**config.mk**
```make
export PLATFORM = sky130hd
export DESIGN_NAME = pipeline_hazard_controller
export DESIGN_NICKNAME = d
export VERILOG_FILES = /design/src/rtl/pipeline_hazard_controller.sv
export SDC_FILE = /design/constraint.sdc
export NUM_CORES = 1
export LEC_CHECK = 0
export CORE_ASPECT_RATIO = 0.7
export CORE_MARGIN = 3
export CORE_UTILIZATION = 56
export CTS_CLUSTER_DIAMETER = 40
export DETAILED_ROUTE_END_ITERATION = 12
export GPL_ROUTABILITY_DRIVEN = 0
export GPL_TIMING_DRIVEN = 0
export PLACE_DENSITY = 0.93
export SYNTH_ARGS = -nofsm -noshare
export SYNTH_HDL_FRONTEND = slang
export SYNTH_SLANG_ARGS = --single-unit
```
**constraint.sdc**
```tcl
create_clock -name clk -period 16.9 [get_ports clk]
set_input_delay 3.38 -clock clk [delete_from_list [all_inputs] [get_ports clk]]
set_output_delay 3.38 -clock clk [all_outputs]
set_load 0.01 [all_outputs]
```
**src/rtl/pipeline_hazard_controller.sv**
```systemverilog
// pipeline_hazard_controller
//   Stall/flush companion to the ALU forwarding unit. Resolves the hazards
//   forwarding cannot: load-use bubbles, data-memory wait freezes and
//   taken-branch flushes. Includes a memory-wait watchdog and saturating
//   hazard performance counters.
//
// Ports
//   clk, rst                 clock, asynchronous active-high reset
//   ID_Rs1/ID_Rs2            source registers of the ID instruction
//   ID_UsesRs1/ID_UsesRs2    ID instruction actually reads Rs1/Rs2
//   EX_MemRead, EX_Rd        EX instruction is a load / its destination
//   EX_BranchTaken           EX resolved a taken branch or jump
//   MEM_MemReq, MEM_MemReady data-memory access active / completes this cycle
//   cnt_clear                synchronous clear of the performance counters
//   pc_hold .. memwb_bubble  pipeline register controls (combinational)
//   mem_timeout              sticky watchdog error
//   load_use_cnt, mem_stall_cnt, flush_cnt  saturating event counters
module pipeline_hazard_controller #(
  parameter int REG_ADDR_W = 5,
  parameter int TIMEOUT    = 64,
  parameter int CNT_W      = 32
) (
  input  logic                  clk,
  input  logic                  rst,
  input  logic [REG_ADDR_W-1:0] ID_Rs1,
  input  logic [REG_ADDR_W-1:0] ID_Rs2,
  input  logic                  ID_UsesRs1,
  input  logic                  ID_UsesRs2,
  input  logic                  EX_MemRead,
  input  logic [REG_ADDR_W-1:0] EX_Rd,
  input  logic                  EX_BranchTaken,
  input  logic                  MEM_MemReq,
  input  logic                  MEM_MemReady,
  input  logic                  cnt_clear,
  output logic                  pc_hold,
  output logic                  ifid_hold,
  output logic                  ifid_flush,
  output logic                  idex_hold,
  output logic                  idex_bubble,
  output logic                  exmem_hold,
  output logic                  memwb_bubble,
  output logic                  mem_timeout,
  output logic [CNT_W-1:0]      load_use_cnt,
  output logic [CNT_W-1:0]      mem_stall_cnt,
  output logic [CNT_W-1:0]      flush_cnt
);

  typedef enum logic [1:0] {
    S_RUN,
    S_MEM_WAIT,
    S_HALT
  } state_t;

  // wait_cnt holds the number of wait cycles already completed, so the
  // current cycle is wait number wait_cnt+1; the watchdog fires at the end
  // of wait cycle TIMEOUT.
  localparam logic [15:0] WAIT_LAST = 16'(TIMEOUT - 1);

  state_t      state, state_nxt;
  logic [15:0] wait_cnt, wait_cnt_nxt;
  logic        timeout_nxt;
  logic        load_use, mem_wait;
  logic        freeze, flush_evt, lu_evt;

  assign load_use = EX_MemRead && (EX_Rd != '0) &&
                    ((ID_UsesRs1 && (ID_Rs1 == EX_Rd)) ||
                     (ID_UsesRs2 && (ID_Rs2 == EX_Rd)));
  assign mem_wait = MEM_MemReq && !MEM_MemReady;

  always_comb begin
    state_nxt    = state;
    wait_cnt_nxt = wait_cnt;
    timeout_nxt  = mem_timeout;
    freeze       = 1'b0;
    flush_evt    = 1'b0;
    lu_evt       = 1'b0;
    case (state)
      S_RUN, S_MEM_WAIT: begin
        if (mem_wait) begin
          freeze = 1'b1;
          if (state == S_RUN) begin
            state_nxt    = S_MEM_WAIT;
            wait_cnt_nxt = 16'd1;
          end else if (wait_cnt == WAIT_LAST) begin
            state_nxt   = S_HALT;
            timeout_nxt = 1'b1;
          end else begin
            wait_cnt_nxt = wait_cnt + 16'd1;
          end
        end else begin
          // Release cycle of a freeze behaves exactly like RUN, so a branch
          // or load-use held behind the freeze is serviced right here.
          state_nxt    = S_RUN;
          wait_cnt_nxt = '0;
          if (EX_BranchTaken) flush_evt = 1'b1;
          else if (load_use)  lu_evt    = 1'b1;
        end
      end
      S_HALT: freeze = 1'b1;
      default: begin
        state_nxt    = S_RUN;
        wait_cnt_nxt = '0;
      end
    endcase
    if (rst) begin
      freeze    = 1'b0;
      flush_evt = 1'b0;
      lu_evt    = 1'b0;
    end
  end

  assign pc_hold      = freeze | lu_evt;
  assign ifid_hold    = freeze | lu_evt;
  assign ifid_flush   = flush_evt;
  assign idex_hold    = freeze;
  assign idex_bubble  = flush_evt | lu_evt;
  assign exmem_hold   = freeze;
  assign memwb_bubble = freeze;

  function automatic logic [CNT_W-1:0] sat_inc(input logic [CNT_W-1:0] v);
    return (&v) ? v : v + CNT_W'(1);
  endfunction

  always_ff @(posedge clk or posedge rst) begin
    if (rst) begin
      state       <= S_RUN;
      wait_cnt    <= '0;
      mem_timeout <= 1'b0;
    end else begin
      state       <= state_nxt;
      wait_cnt    <= wait_cnt_nxt;
      mem_timeout <= timeout_nxt;
    end
  end

  always_ff @(posedge clk or posedge rst) begin
    if (rst) begin
      load_use_cnt  <= '0;
      mem_stall_cnt <= '0;
      flush_cnt     <= '0;
    end else if (cnt_clear) begin
      load_use_cnt  <= '0;
      mem_stall_cnt <= '0;
      flush_cnt     <= '0;
    end else begin
      if (lu_evt)    load_use_cnt  <= sat_inc(load_use_cnt);
      if (freeze)    mem_stall_cnt <= sat_inc(mem_stall_cnt);
      if (flush_evt) flush_cnt     <= sat_inc(flush_cnt);
    end
  end

endmodule

```
==> results.toml, run 1 <==
[outcome]
status = "finished, final reports clean"

[setup_path]
critPathCaptureType = "output port"
r2r_end = "flush_cnt[26]"
reg2regPathDepth = 6
start_kind = "primary input"
worst-endpoint-arrival_ns = 6.08
reg2reg_slack_ns = 14.48
path_max_fanout = 63
cp.required_ns = 13.52
crit_type = "primary input to output port"
reg2reg_from = "flush_cnt[12]"

[yosys]
syn_nets = 702
synth.largest_area_cell = "dfrtp_1"
syn_inst = 674
synth_warnings = 0
synth_edf_count = 0
yosys-top-cells-area = "dfrtp_1, xor2_1, nor2_1"
syn_area_mm2 = 0.00623
ys_seq_area_frac = 0.462
synthFlopType = "dfrtp_1"
netlist.area_leader.share = 0.462
synth_cell_types = 52
synth.avg_cell_area_um2 = 9.24
synth_seq_cells = 115
async_flop_share = 1.00

[clock_tree]
insertion_delay_ns = 0.41
cts-root-buf = "clkbuf_16"
cts_resized = 0
numCtsBuffers = 17
cts_tree = "built"
cts_setup_buffers = 0
cts_max_path_buffers = 2
cts_max_level = 4
path_clk_slew_ns = 0.05
cts.sink_count = 115
cts_hold_buf = 0

[layout]
fin_nets = 848
area_growth_syn_to_layout_pct = 33.8
fillers = 669
antennaDiodeCount = 0
drive_above_1_share = 0.0696

[routing]
vias = 6214
ant_nets = 0
wire_per_inst_um = 18.5
viasPerCell = 6.33
drcViolationCount = 0
drtPass1Iterations = 6
wl_um = 18100
dr.first_iter.drc_count = 597

[global_route]
first_global_vias = 6050
grt_first_pass_wirelength_um = 29800
met2_usage = 0.500
antenna_found_initial = 0
grt-ovfl-total = 0
grt_use_met1 = 0.373
grt_max_degree = 64
grt_usage = 0.296
grtUsageMet3 = 0.0717
busiest_layer = "met2"

[floorplan]
dieArea_mm2 = 0.0124
die_h_um = 94.2
ios = 128
rows = 31
start_util = 0.588
die_width_um = 132
core_mm2 = 0.0106

[power_and_ir_drop]
peakVddDrop_uv = 90.0
p_per_area_mw_per_mm2 = 83.5
power.leakage_nw = 3.34
total_power_mw = 0.696

[sta]
setup_viol = 0
clock_skew_ns = 0.00753
rsz0062_at_grt = "false"
max_slew.worst_pin.slew_ns = 0.842
period_minus_slack_ns = 9.46
slew_headroom = 0.433
slew_violations = 0
finalCritPeriodShare = 0.560
hold_viol_final = 0
tns_ns = 0
fmax_ghz = 0.106

[place]
port-buffer-count = 126
place.detailed.hpwl_um = 12400

[worst_hold_path]
worstHoldStart = "mem_timeout"
hold_depth = 1
holdPathEnd = "mem_timeout"
hold_class = "flop to flop"

[job]
cap_violations = 0
-- power by group --
part,internal [mW],switching [mW]
combinational,0.0120,0.0179
clock,0.263,0.125
sequential,0.277,0.00132
total,0.552,0.144
-- worst max-delay path: stages --
cell and delay, ns:
clkdlybuf4s50_1 0.53, inv_4 0.58, buf_16 0.36, o21ai_0 0.35, inv_1 0.22, buf_4 0.13
clkdlybuf4s50_1 0.52
-- how the worst max path moves through the flow --
stage          startpoint        end  slack, ns
4_1_cts               rst  idex_hold       7.36
6_report              rst  idex_hold       7.44
3_5_place_dp          rst  idex_hold       7.36
2_1_floorplan         rst  idex_hold       6.62
3_3_place_gp          rst  idex_hold       4.07
5_1_grt               rst  idex_hold       7.15
-- layer usage --
metal	part of all wire	routed length, um
met4	0.020	357
met2	0.49	8900
met3	0.091	1650
met1	0.40	7210
met5	0	0
-- state kept, by name, summed over array words and instances (netlist names) --
signal         count
wait_cnt          16
state              2
flush_cnt         32
mem_stall_cnt     32
mem_timeout        1
load_use_cnt      32
-- synthesized netlist by cell type, types with 2 or more instances --
cell type / number
o21ai_1: 5
o22ai_1: 2
or4_1: 9
o31ai_1: 3
nand2_1: 45
buf_2: 6
a21o_1: 2
clkbuf_1: 13
xnor2_1: 27
and4_1: 13
mux2_2: 2
nor2_2: 2
nor4_1: 7
dfrtp_1: 115
and4b_1: 3
nand3_1: 43
inv_1: 13
nand4_1: 50
ha_1: 4
nor3_1: 16
a211oi_1: 2
nand4_2: 2
a31o_1: 2
mux2i_1: 3
xor2_1: 51
o21ai_0: 25
a22o_1: 2
a211oi_2: 2
nand4b_1: 2
o211ai_1: 5
o21a_1: 2
nor2b_1: 4
or3_1: 24
and3_1: 15
nor2_1: 92
nand2b_1: 2
nor3b_1: 2
a21oi_1: 37
and2_1: 5
buf_4: 3
-- kinds of logic after synthesis --
group / synth area share
AND/OR/NAND/NOR: 0.297
flip-flops: 0.462
AO/OA/AOI/OAI: 0.0894
XOR/XNOR: 0.110
buffers and inverters: 0.0259
multiplexers: 0.00844
adder cells (fa/ha/maj): 0.00803
-- layout make-up --
type                       instances  area [um2]  share of cell area
inverter                          13        51.3             0.00615
multi-input combinational        523        3190               0.383
sequential                       115        2880               0.345
timing repair buffer             127        1290               0.155
buffer                            23         113              0.0135
tap                              148         185              0.0222
clock inverter                    12         185              0.0222
clock buffer                      20         447              0.0536
-- per-stage QoR --
| step | std cells | setup slack [ns] | instance area, um2 | hold WS (ns) | utilization |
|---|---|---|---|---|---|
| finish | 981 | 7.44 | 8340 | 0.481 | 0.787 |
| global route | 981 | 7.15 | 8340 | 0.502 | 0.787 |
| CTS | 981 | 7.36 | 8340 | 0.481 | 0.787 |
| detailed placement | 949 | 7.36 | 7710 | 0.465 | 0.728 |
| global placement | 948 | 4.07 | 7680 | 0.465 | 0.725 |
| floorplan | 674 | 6.62 | 6230 | 0.495 | - |
-- cells in the final DEF, fill, tap and decap left out, types with 25 or more instances in the layout --
cell type	synthesis	layout
a21oi_1	37	37
nand3_1	43	43
xnor2_1	27	27
clkdlybuf4s50_1	0	126
dfrtp_1	115	115
nand2_1	45	45
o21ai_0	25	25
xor2_1	51	51
nand4_1	50	50
nor2_1	92	92
Power figures use the tool's default switching activity.
==> run 2, diff against run 1 <==
--- a/config.mk
+++ b/config.mk
@@ -7,12 +7,12 @@
 export LEC_CHECK = 0
 export CORE_ASPECT_RATIO = 0.7
 export CORE_MARGIN = 3
-export CORE_UTILIZATION = 56
+export CORE_UTILIZATION = 47
 export CTS_CLUSTER_DIAMETER = 40
 export DETAILED_ROUTE_END_ITERATION = 12
 export GPL_ROUTABILITY_DRIVEN = 0
 export GPL_TIMING_DRIVEN = 0
-export PLACE_DENSITY = 0.93
+export PLACE_DENSITY = 0.84
 export SYNTH_ARGS = -nofsm -noshare
 export SYNTH_HDL_FRONTEND = slang
 export SYNTH_SLANG_ARGS = --single-unit
==> constraint.sdc (replaced) <==
create_clock -name clk -period 7.6 [get_ports clk]
set_input_delay 1.52 -clock clk [delete_from_list [all_inputs] [get_ports clk]]
set_output_delay 1.52 -clock clk [all_outputs]
set_load 0.01 [all_outputs]
==> results.toml, run 2 (synthesis results as in run 1) <==
[routing]
wl_um = 16700
drcViolationCount = 0
dr.first_iter.drc_count = 417
wire_per_inst_um = 16.8
drtPass1Iterations = 5
viasPerCell = 5.81
ant_nets = 0
vias = 5773

[power_and_ir_drop]
power.leakage_nw = 3.31
peakVddDrop_uv = 166
p_per_area_mw_per_mm2 = 176
combPwrFrac = 0.045
clockPowerShare = 0.534
pwr-share-seq = 0.422
intPower_mw = 1.14
power.switching_mw = 0.321
switching_share = 0.219
total_power_mw = 1.47

[clock_tree]
path_clk_slew_ns = 0.05
insertion_delay_ns = 0.41
cts-root-buf = "clkbuf_16"
cts_tree = "built"
cts_max_level = 4
cts_setup_buffers = 0
cts_resized = 0
cts_max_path_buffers = 2
cts_hold_buf = 0
cts.sink_count = 115
numCtsBuffers = 17

[floorplan]
rows = 34
ios = 128
start_util = 0.491
die_width_um = 144
core_mm2 = 0.0127
die_h_um = 102
dieArea_mm2 = 0.0147

[layout]
antennaDiodeCount = 0
final_area_mm2 = 0.00830
final_util = 0.655
drive_above_1_share = 0.0697
area_growth_syn_to_layout_pct = 33.3
reg_top3 = "flush_cnt x32, load_use_cnt x32, mem_stall_cnt x32"
stdcell_count = 994
final_cell_mix = "clkdlybuf4s50_1, dfrtp_1, nor2_1, xor2_1, nand4_1"
final_common_cell = "clkdlybuf4s50_1"
fin_nets = 848

[sta]
hold_viol_final = 0
slew_headroom = 0.462
layout_setup_ws_ns = 2.20
rsz0062_at_grt = "false"
fmax_ghz = 0.185
period_minus_slack_ns = 5.40
slew_violations = 0
finalCritPeriodShare = 0.711
clock_skew_ns = 0.00829
setup_viol = 0
max_slew.worst_pin.slew_ns = 0.800

[worst_hold_path]
holdPathEnd = "mem_timeout"
hold_depth = 1
hold_class = "flop to flop"
worstHoldStart = "mem_timeout"

[global_route]
grt-ovfl-total = 0
first_global_vias = 5444
grt_max_degree = 96
antenna_found_initial = 0
grt_usage = 0.230
grt_first_pass_wirelength_um = 27000

[setup_path]
reg2regPathDepth = 7
path_max_fanout = 7
reg2reg_from = "state[1]"
worst-endpoint-arrival_ns = 3.88
crit_type = "primary input to output port"
cp.required_ns = 6.08
reg2reg_slack_ns = 5.18
critPathCaptureType = "output port"
start_kind = "primary input"
r2r_end = "load_use_cnt[8]"

[outcome]
status = "finished, final reports clean"

[job]
cap_violations = 0

[place]
port-buffer-count = 126
postPlaceCellArea_mm2 = 0.00773
preCtsSetupSlack_ns = 2.13
dp_cells = 963
place.detailed.hpwl_um = 12000
run 2: cell types whose count changed in the layout (fill, tap and decap cells not counted):
cell / delta
bufinv_16: -3
clkbuf_1: -1
clkbuf_8: +2
clkinv_2: -2
clkinvlp_4: +3
inv_4: -1
inv_6: +1
run 2: how the worst max path moves through the flow:
| stage | start | slack [ns] | to | cells after the start |
|---|---|---|---|---|
| 2_1_floorplan | rst | 1.04 | idex_hold | 4 |
| 3_3_place_gp | rst | -1.30 | memwb_bubble | 6 |
| 3_5_place_dp | rst | 2.13 | idex_hold | 7 |
| 4_1_cts | rst | 2.13 | idex_hold | 7 |
| 5_1_grt | rst | 1.94 | idex_hold | 7 |
| 6_report | rst | 2.20 | pc_hold | 8 |
run 2: worst max-delay path, stage by stage:
cell and delay [ns]:
clkdlybuf4s50_1 0.55, nor2_1 0.42, nand4b_1 0.18, nor2_2 0.26
nand2_1 0.19, nand2_1 0.13, buf_4 0.11, clkdlybuf4s50_1 0.52
run 2: layout make-up:
cell class,count,area [um2]
Buffer,23,113
Clock buffer,21,470
Clock inverter,10,108
Fill cell,1035,4370
Inverter,13,53.8
Multi-Input combinational cell,523,3190
Sequential cell,115,2880
Tap cell,162,203
Timing Repair Buffer,127,1290
run 2: layer usage:
layer / GRT usage / share of wire / vias up
li1: - / - / 2729
met1: 0.328 / 0.46 / 2810
met2: 0.349 / 0.45 / 219
met3: 0.0543 / 0.082 / 15
met4: 0.0724 / 0.011 / 0
met5: 0 / 0 / -
run 2: through the flow:
step           TNS, ns  hold WS [ns]
6_report             0         0.493
5_1_grt              0         0.518
4_1_cts              0         0.490
3_5_place_dp         0         0.478
3_3_place_gp     -6.30         0.466
2_1_floorplan        0         0.495
run 2: power groups by stage:
stage	clock, mW	combinational [mW]	sequential (mW)
2_1_floorplan	0	0.0329	0.628
3_3_place_gp	0	0.0641	0.628
3_5_place_dp	0	0.0668	0.628
4_1_cts	0.788	0.0670	0.618
5_1_grt	0.818	0.0725	0.618
6_report	0.782	0.0658	0.618
